<file path="src/rtl/hazard_pkg.sv">
// Shared types and control-output encodings for the pipeline hazard controller.
package hazard_pkg;

  typedef enum logic [1:0] {
    HZ_IDLE       = 2'd0,
    HZ_LOAD_STALL = 2'd1,
    HZ_MC_WAIT    = 2'd2
  } hazard_state_t;

  typedef struct packed {
    logic pc_write;
    logic if_id_write;
    logic id_ex_write;
    logic if_id_flush;
    logic id_ex_flush;
    logic ex_mem_flush;
  } pipe_ctrl_t;

  localparam pipe_ctrl_t CTRL_NORMAL = '{pc_write: 1'b1, if_id_write: 1'b1, id_ex_write: 1'b1,
                                         if_id_flush: 1'b0, id_ex_flush: 1'b0, ex_mem_flush: 1'b0};
  localparam pipe_ctrl_t CTRL_BUBBLE = '{pc_write: 1'b0, if_id_write: 1'b0, id_ex_write: 1'b1,
                                         if_id_flush: 1'b0, id_ex_flush: 1'b1, ex_mem_flush: 1'b0};
  localparam pipe_ctrl_t CTRL_HOLD   = '{pc_write: 1'b0, if_id_write: 1'b0, id_ex_write: 1'b0,
                                         if_id_flush: 1'b0, id_ex_flush: 1'b0, ex_mem_flush: 1'b1};
  localparam pipe_ctrl_t CTRL_SQUASH = '{pc_write: 1'b1, if_id_write: 1'b1, id_ex_write: 1'b1,
                                         if_id_flush: 1'b1, id_ex_flush: 1'b1, ex_mem_flush: 1'b0};
  // Everything frozen and flushed while the core is held in reset.
  localparam pipe_ctrl_t CTRL_RESET  = '{pc_write: 1'b0, if_id_write: 1'b0, id_ex_write: 1'b0,
                                         if_id_flush: 1'b1, id_ex_flush: 1'b1, ex_mem_flush: 1'b1};

endpackage

</file>
<file path="src/rtl/load_use_detect.sv">
// Combinational load-use detector: flags an ID source that reads the
// destination of a load currently in EX. Register x0 never hazards.
module load_use_detect #(
  parameter int REG_ADDR_W = 5,
  parameter int NUM_SRC    = 2
) (
  input  logic [NUM_SRC*REG_ADDR_W-1:0] rs_id,
  input  logic [NUM_SRC-1:0]            rs_used_id,
  input  logic [REG_ADDR_W-1:0]         rd_ex,
  input  logic                          mem_read_ex,
  output logic                          lu
);

  always_comb begin
    // NOTE: every always_comb output gets a default first so no path leaves it unassigned (no latch).
    lu = 1'b0;
    for (int i = 0; i < NUM_SRC; i++) begin
      if (rs_used_id[i] && (rs_id[i*REG_ADDR_W +: REG_ADDR_W] == rd_ex)) lu = 1'b1;
    end
    if (!mem_read_ex || (rd_ex == '0)) lu = 1'b0;
  end

endmodule

</file>
<file path="src/rtl/hazard_ctrl_unit.sv">
// Pipeline hazard controller: load-use stalls, multi-cycle EX holds, redirect squash.
// Optional multi-cycle watchdog enabled by defining HAZARD_MC_TIMEOUT_EN.
module hazard_ctrl_unit
  import hazard_pkg::*;
#(
  parameter int REG_ADDR_W        = 5,
  parameter int NUM_SRC           = 2,
  parameter int LOAD_STALL_CYCLES = 1,
  parameter int MC_TIMEOUT        = 64
) (
  input  logic                          clk,
  input  logic                          reset,
  input  logic [NUM_SRC*REG_ADDR_W-1:0] rs_id,
  input  logic [NUM_SRC-1:0]            rs_used_id,
  input  logic [REG_ADDR_W-1:0]         rd_ex,
  input  logic                          mem_read_ex,
  input  logic                          mc_start,
  input  logic                          mc_done,
  input  logic                          redirect,
  output logic                          pc_write,
  output logic                          if_id_write,
  output logic                          id_ex_write,
  output logic                          if_id_flush,
  output logic                          id_ex_flush,
  output logic                          ex_mem_flush,
  output logic                          busy,
  output logic                          mc_timeout
);

  localparam int LU_W = $clog2(LOAD_STALL_CYCLES + 1);

  hazard_state_t   state, state_n;
  logic [LU_W-1:0] lu_cnt, lu_cnt_n;
  logic            lu;
  logic            wd_expire;
  logic            timeout_c;
  pipe_ctrl_t      ctrl;

  load_use_detect #(
    .REG_ADDR_W (REG_ADDR_W),
    .NUM_SRC    (NUM_SRC)
  ) u_load_use_detect (
    .rs_id       (rs_id),
    .rs_used_id  (rs_used_id),
    .rd_ex       (rd_ex),
    .mem_read_ex (mem_read_ex),
    .lu          (lu)
  );

  always_ff @(posedge clk or posedge reset) begin
    // NOTE: sequential state uses non-blocking assignments so all registers update together.
    if (reset) begin
      state  <= HZ_IDLE;
      lu_cnt <= '0;
    end else begin
      state  <= state_n;
      lu_cnt <= lu_cnt_n;
    end
  end

`ifdef HAZARD_MC_TIMEOUT_EN
  localparam int WD_W = $clog2(MC_TIMEOUT + 1);
  logic [WD_W-1:0] mc_wd;

  // mc_wd holds the number of MC_WAIT cycles already elapsed.
  always_ff @(posedge clk or posedge reset) begin
    if (reset)                    mc_wd <= '0;
    else if (state != HZ_MC_WAIT) mc_wd <= '0;
    else                          mc_wd <= mc_wd + 1'b1;
  end

  assign wd_expire = (state == HZ_MC_WAIT) && (mc_wd == WD_W'(MC_TIMEOUT - 1));
`else
  assign wd_expire = 1'b0;
`endif

  always_comb begin
    ctrl      = CTRL_NORMAL;
    state_n   = state;
    lu_cnt_n  = lu_cnt;
    timeout_c = 1'b0;
    unique case (state)
      HZ_IDLE: begin
        if (redirect) begin
          ctrl = CTRL_SQUASH;
        end else if (mc_start && mc_done) begin
          ctrl = CTRL_NORMAL;
        end else if (mc_start) begin
          ctrl    = CTRL_HOLD;
          state_n = HZ_MC_WAIT;
        end else if (lu) begin
          ctrl = CTRL_BUBBLE;
          if (LOAD_STALL_CYCLES > 1) begin
            state_n  = HZ_LOAD_STALL;
            lu_cnt_n = LU_W'(LOAD_STALL_CYCLES - 1);
          end
        end
      end
      HZ_LOAD_STALL: begin
        if (redirect) begin
          ctrl     = CTRL_SQUASH;
          state_n  = HZ_IDLE;
          lu_cnt_n = '0;
        end else begin
          ctrl     = CTRL_BUBBLE;
          lu_cnt_n = lu_cnt - 1'b1;
          if (lu_cnt == LU_W'(1)) state_n = HZ_IDLE;
        end
      end
      HZ_MC_WAIT: begin
        if (mc_done) begin
          ctrl    = CTRL_NORMAL;
          state_n = HZ_IDLE;
        end else if (wd_expire) begin
          ctrl      = CTRL_NORMAL;
          timeout_c = 1'b1;
          state_n   = HZ_IDLE;
        end else begin
          ctrl = CTRL_HOLD;
        end
      end
      default: state_n = HZ_IDLE;
    endcase
    // Reset overrides the outputs combinationally, without waiting for a clock.
    if (reset) begin
      ctrl      = CTRL_RESET;
      timeout_c = 1'b0;
    end
  end

  assign pc_write     = ctrl.pc_write;
  assign if_id_write  = ctrl.if_id_write;
  assign id_ex_write  = ctrl.id_ex_write;
  assign if_id_flush  = ctrl.if_id_flush;
  assign id_ex_flush  = ctrl.id_ex_flush;
  assign ex_mem_flush = ctrl.ex_mem_flush;
  assign busy         = (state != HZ_IDLE);
  assign mc_timeout   = timeout_c;

endmodule

</file>
<file path="config.mk">
export PLATFORM = sky130hd
export DESIGN_NAME = hazard_ctrl_unit
export DESIGN_NICKNAME = d
export VERILOG_FILES = /design/src/rtl/hazard_pkg.sv /design/src/rtl/load_use_detect.sv /design/src/rtl/hazard_ctrl_unit.sv
export SDC_FILE = /design/constraint.sdc
export NUM_CORES = 1
export LEC_CHECK = 0
export CELL_PAD_IN_SITES_DETAIL_PLACEMENT = 0
export CELL_PAD_IN_SITES_GLOBAL_PLACEMENT = 1
export CORE_MARGIN = 4
export CORE_UTILIZATION = 13
export DETAILED_ROUTE_END_ITERATION = 10
export HOLD_SLACK_MARGIN = 0.02
export PLACE_DENSITY = 0.72
export SYNTH_ARGS = -nofsm -noshare
export SYNTH_HDL_FRONTEND = slang
export SYNTH_SLANG_ARGS = --single-unit
</file>
<file path="constraint.sdc">
create_clock -name clk -period 1.5 [get_ports clk]
set_input_delay 0.3 -clock clk [delete_from_list [all_inputs] [get_ports clk]]
set_output_delay 0.3 -clock clk [all_outputs]
set_load 0.01 [all_outputs]
</file>
Yosys cells after proc, flatten, opt, wreduce, memory -nomap -nowiden
Index checks and enable logic that the tools add are counted.
W data, S select, Z words.
{ "totals": {"reg_bits": 3, "input_bits": 23, "output_inout_bits": 8, "elab_cells": 40} }
{ "classes": {"addsub": 1, "eq_ne": 9, "n_mux": 19, "n_reduce_logical": 9} }
{ "op_table": {"columns": ["operator", "count"], "rows": [
  ["$mux W6", 7],
  ["$pmux W6 S3", 1],
  ["$mux W2", 6],
  ["$eq A5 B5 Y1", 2],
  ["$ne A2 B2 Y1 const B", 4],
  ["$pmux W2 S3", 1],
  ["$logic_not A5 Y1", 1],
  ["$reduce_and A5 Y1", 1],
  ["$mux W1", 4],
  ["$logic_and A1 B1 Y1", 3],
  ["$ne A3 B3 Y1 const B", 1],
  ["$eq A2 B1 Y1 const B", 1],
  ["$eq A2 B2 Y1 const B", 1],
  ["$logic_not A2 Y1", 1],
  ["$reduce_bool A2 Y1", 1],
  ["$logic_not A1 Y1", 1],
  ["$logic_or A1 B1 Y1", 1],
  ["$sub A1 B1 Y1 const B", 1]
]} }

Logic depth before layout (Yosys ltp)
{ "depth": {"depth_word": 11, "ltp_mapped": 6, "mapped_depth_nobuf": 5} }

Cells and area by module
A second synthesis with hierarchy kept.
{ "hier_totals": {"hier_cells": 35, "area_unflattened_um2": 255.2} }
{ "modules_own_cells": {"columns": ["module", "instances", "cells_per_inst", "area_each_um2"], "rows": [
  ["hazard_ctrl_unit", 1, 18, 127.6],
  ["load_use_detect", 1, 17, 127.6]
]} }

Least setup slack after synthesis
No wires, ideal clock.
{ "synth_path": {"path_type": "input to output", "from": "input port rd_ex[1]", "to": "output port pc_write", "t_arrival_ps": 1381, "required_time_ps": 1200, "slack_ps": -181, "stages": 5, "path_cell_list": "or4_1 o21ai_2 or4_1 o21a_1 buf_4"} }
{ "synth_via": {"elab_chain_cells": 11, "elab_cells_between_ends": 15, "cone_classes": "eq/ne: 2; mux: 9; reduce/logical: 4"} }
{ "synth_rtl": {"columns": ["element", "line", "rtl"], "rows": [
  ["start, declared", "hazard_ctrl_unit.sv:15", "input logic [REG_ADDR_W-1:0] rd_ex,"],
  ["$eq A5 B5 Y1", "load_use_detect.sv:18", "if (rs_used_id[i] && (rs_id[i*REG_ADDR_W +: REG_ADDR_W] == rd_ex)) lu = 1'b1;"],
  ["$logic_and A1 B1 Y1", "load_use_detect.sv:18", null],
  ["$mux W1 (2 in series)", "load_use_detect.sv:18", null],
  ["$mux W1 *", "load_use_detect.sv:20", "if (!mem_read_ex || (rd_ex == '0)) lu = 1'b0;"],
  ["$mux W6 *", "hazard_ctrl_unit.sv:91", "end else if (lu) begin"],
  ["$mux W6 *", "hazard_ctrl_unit.sv:88", "end else if (mc_start) begin"],
  ["$mux W6 *", "hazard_ctrl_unit.sv:86", "end else if (mc_start && mc_done) begin"],
  ["$mux W6 *", "hazard_ctrl_unit.sv:84", "if (redirect) begin"],
  ["$pmux W6 S3 *", "hazard_ctrl_unit.sv:82", "unique case (state)"],
  ["$mux W6 *", "hazard_ctrl_unit.sv:125", "if (reset) begin"],
  ["end, declared", "hazard_ctrl_unit.sv:20", "output logic pc_write,"]
]} }
Mark *: on every way between the ends. The rest lies on a longest branch, timed or not.

Worst setup path in the final report
{ "layout_path": {"from": "input port rd_ex[1]", "to": "output port id_ex_flush"} }
{ "layout_via": {"elab_chain_cells": 11, "elab_cells_between_ends": 15, "cone_classes": "eq/ne: 2; mux: 9; reduce/logical: 4"} }
{ "layout_rtl": {"columns": ["element", "line", "rtl"], "rows": [
  ["$eq A5 B5 Y1", "load_use_detect.sv:18", null],
  ["$logic_and A1 B1 Y1", "load_use_detect.sv:18", null],
  ["$mux W1 (2 in series)", "load_use_detect.sv:18", null],
  ["$mux W1 *", "load_use_detect.sv:20", null],
  ["$mux W6 *", "hazard_ctrl_unit.sv:91", null],
  ["$mux W6 *", "hazard_ctrl_unit.sv:88", null],
  ["$mux W6 *", "hazard_ctrl_unit.sv:86", null],
  ["$mux W6 *", "hazard_ctrl_unit.sv:84", null],
  ["$pmux W6 S3 *", "hazard_ctrl_unit.sv:82", null],
  ["$mux W6 *", "hazard_ctrl_unit.sv:125", null],
  ["end, declared", "hazard_ctrl_unit.sv:24", "output logic id_ex_flush,"]
]} }
Marked as above.

==> results.py <==
metrics = {
    "placement": {
        "place_area_um2": 606.8,
        "dp_slack_ns": -1.211,
        "io_buffer_count": 29,
        "dp_hpwl_um": 811.4,
        "gp_congestion": 0.6897,
        "place_inst": 90,
    },
    "power_and_ir_drop": {
        "vdd_drop_max_mv": 0.1618,
        "p_per_area_nw_per_um2": 313.0,
        "cellLeakagePower_nw": 0.2837,
    },
    "sta": {
        "fin_worst_hold_slack_ns": 0.4248,
        "setup_viol": 3,
        "rsz0062_at_grt": "yes",
        "drv_slew": 0,
        "fmax_mhz": 574.3,
        "finalHoldViolCount": 0,
        "min_period_over_period_pct": 116.1,
        "finalClockSkew_ns": 0,
        "period_minus_slack_ns": 1.741,
        "setup_tns_ns": -0.7032,
        "setup_slack_ns": -0.2412,
    },
    "detailed_routing": {
        "vias_per_cell": 3.767,
        "via_count": 339,
        "drt-pass1-iter-count": 2,
        "wl_um": 941,
        "ant_nets": 0,
        "drt_iter0_markers": 2,
        "drc": 0,
        "post_drt_wl_per_cell_um": 10.46,
    },
    "die": {
        "die_x_um": 51.32,
        "rows": 15,
        "ios": 31,
        "start_util_pct": 13.98,
        "core_area_um2": 1745,
        "die-area_um2": 2634,
        "die_h_um": 51.32,
    },
    "logic_synthesis": {
        "yosysWarnings": 0,
        "synth_area_um2": 244.0,
        "synth.distinct_cells": 16,
        "avgSynthCellArea_um2": 7.870,
        "synth_top_area_cell": "xor2_1",
        "synth_top_area_share_pct": 28.72,
        "synth.area.top_cells": "xor2_1 29%, dfrtp_1 10%, xnor2_1 7.2%",
        "ys_seq_elements": 1,
        "synth_compound_area_share_pct": 21.03,
        "synthesis.nets": 54,
        "synth_simple_gate_area_share_pct": 18.97,
        "synth_xor_area_share_pct": 35.90,
        "synth_top_family_by_area": "XOR/XNOR gates",
        "synth-adder-area-share_pct": 0,
        "seq_area_frac_synth_pct": 10.26,
        "synthCells": 31,
        "synthMuxAreaShare_pct": 0,
    },
    "final_layout": {
        "layout_commonest_cell": "buf_2",
        "final_cells": 90,
        "reg_top3": "state x1",
        "antenna_cells": 0,
        "final_cell_mix": "9 x buf_2, 7 x xor2_1, 6 x dlygate4sd2_1, 6 x buf_4, 5 x clkbuf_2",
        "stdcell_area_um2": 595.6,
        "area_delta_synth_final_pct": 144.1,
        "layout-drive-gt1-share_pct": 55.38,
        "largest_reg_flops": 1,
        "largest-register": "state",
        "nNetsFinal": 90,
    },
    "global_route": {
        "grt_pass1_wl_um": 1504,
        "grt_usage_pct": 6.953,
        "grt_pass1_vias": 347,
        "antenna_found_initial": 0,
        "grt-ovfl-total": 0,
        "grt_max_degree": 4,
    },
    "critical_path": {
        "timing.rr.start": "state[1]",
        "rr_worst_depth": 2,
        "cpMaxStageDelayCell": "nor4_2",
        "path_class": "in -> out",
        "critPathRequiredTime_ns": 1.20,
        "worstPathMaxFanout": 3,
        "reg2reg_to": "state[1]",
        "slowest_delay_ns": 0.30,
        "cp_cell_sequence": "buf_2 > xor2_1 > nor4_2 > a32oi_2 > o41ai_2 > buf_2",
        "start_kind": "primary input",
        "r2r_slack_ns": 0.81,
        "crit_top_cell": "buf_2",
        "endpoint_kind": "output port",
        "arrival_ns": 1.44,
    },
    "clock_tree": {
        "clk_latency_ns": 0,
        "cts.clk_slew.worst_paths_ns": 0,
    },
    "worst_hold_path": {
        "min_path_type": "in -> async",
    },
    "outcome": {
        "status": "finished, violations left",
        "violations": "setup timing",
    },
    "run": {
        "max_cap_violations": 0,
    },
}
-- worst max path at each step --
stage / slack (ns) / to / depth (start not counted) / from
2_1_floorplan: -0.16 / pc_write / 5 / rd_ex[1]
3_3_place_gp: -1.18 / id_ex_flush / 6 / rd_ex[4]
3_5_place_dp: -1.21 / id_ex_flush / 6 / rd_ex[4]
4_1_cts: -0.29 / if_id_write / 6 / rd_ex[3]
5_1_grt: -0.34 / id_ex_flush / 6 / rd_ex[1]
6_report: -0.24 / id_ex_flush / 6 / rd_ex[1]
-- where the power goes --
group          switching [mW]  internal [mW]  leakage (nW)  total (mW)
clock network               0              0             0           0
registers             0.00111         0.0293        0.0131      0.0304
logic                  0.0656         0.0905         0.271       0.156
total                  0.0667          0.120         0.284       0.186
-- synth_stat cells, drive strengths merged --
library cell and count:
a21oi 2, a32oi 1, and2 1, buf 2
conb 1, dfrtp 1, inv 4, nand2b 1
nor4 2, o21a 1, o21ai 1, o41ai 1
or2 1, or4 2, xnor2 2, xor2 8
-- worst max-delay path: cells and delay by family --
kind / cells / cell delay [ns]
AND/OR/NAND/NOR: 1 / 0.30
XOR/XNOR: 1 / 0.16
AO/OA/AOI/OAI: 2 / 0.37
buffers and inverters: 2 / 0.30
-- per-layer routing --
metal / vias to the layer above / part of all wire (%) / track usage (%)
li1: 171 / - / -
met1: 153 / 40 / 9.233
met2: 15 / 50 / 12.02
met3: 0 / 10 / 1.749
met4: 0 / 0 / 0
met5: - / 0 / 0
-- area by class of cell --
class | instances | area [um^2]
fill | 212 | 1150
multi-input combinational | 24 | 245.2
sequential | 1 | 25.02
inverter | 4 | 15.01
timing repair buffer | 36 | 279.0
tap | 25 | 31.28
-- logic make-up after synthesis --
| family | after synthesis |
|---|---|
| other cells | 1 |
| flops | 1 |
| compound gates | 6 |
| simple gates | 7 |
| xor+xnor | 10 |
| buf+inv | 6 |
-- through the flow --
step | util, % | power, mW
after global routing | 34.12 | 0.2011
final | 34.12 | 0.1864
after CTS | 33.62 | 0.1837
after detailed placement | 34.77 | 0.1947
after floorplan | - | 0.08268
after global placement | 34.77 | 0.1944
-- what timing repair did --
action | 4_1_cts | 5_1_grt
buffers inserted | 0 | 0
hold buffers | 0 | 0
resized for setup | 77 | 14
pin swaps | 14 | 8
setup endpoints to repair | 6 | 6
Power figures use the tool's default switching activity.
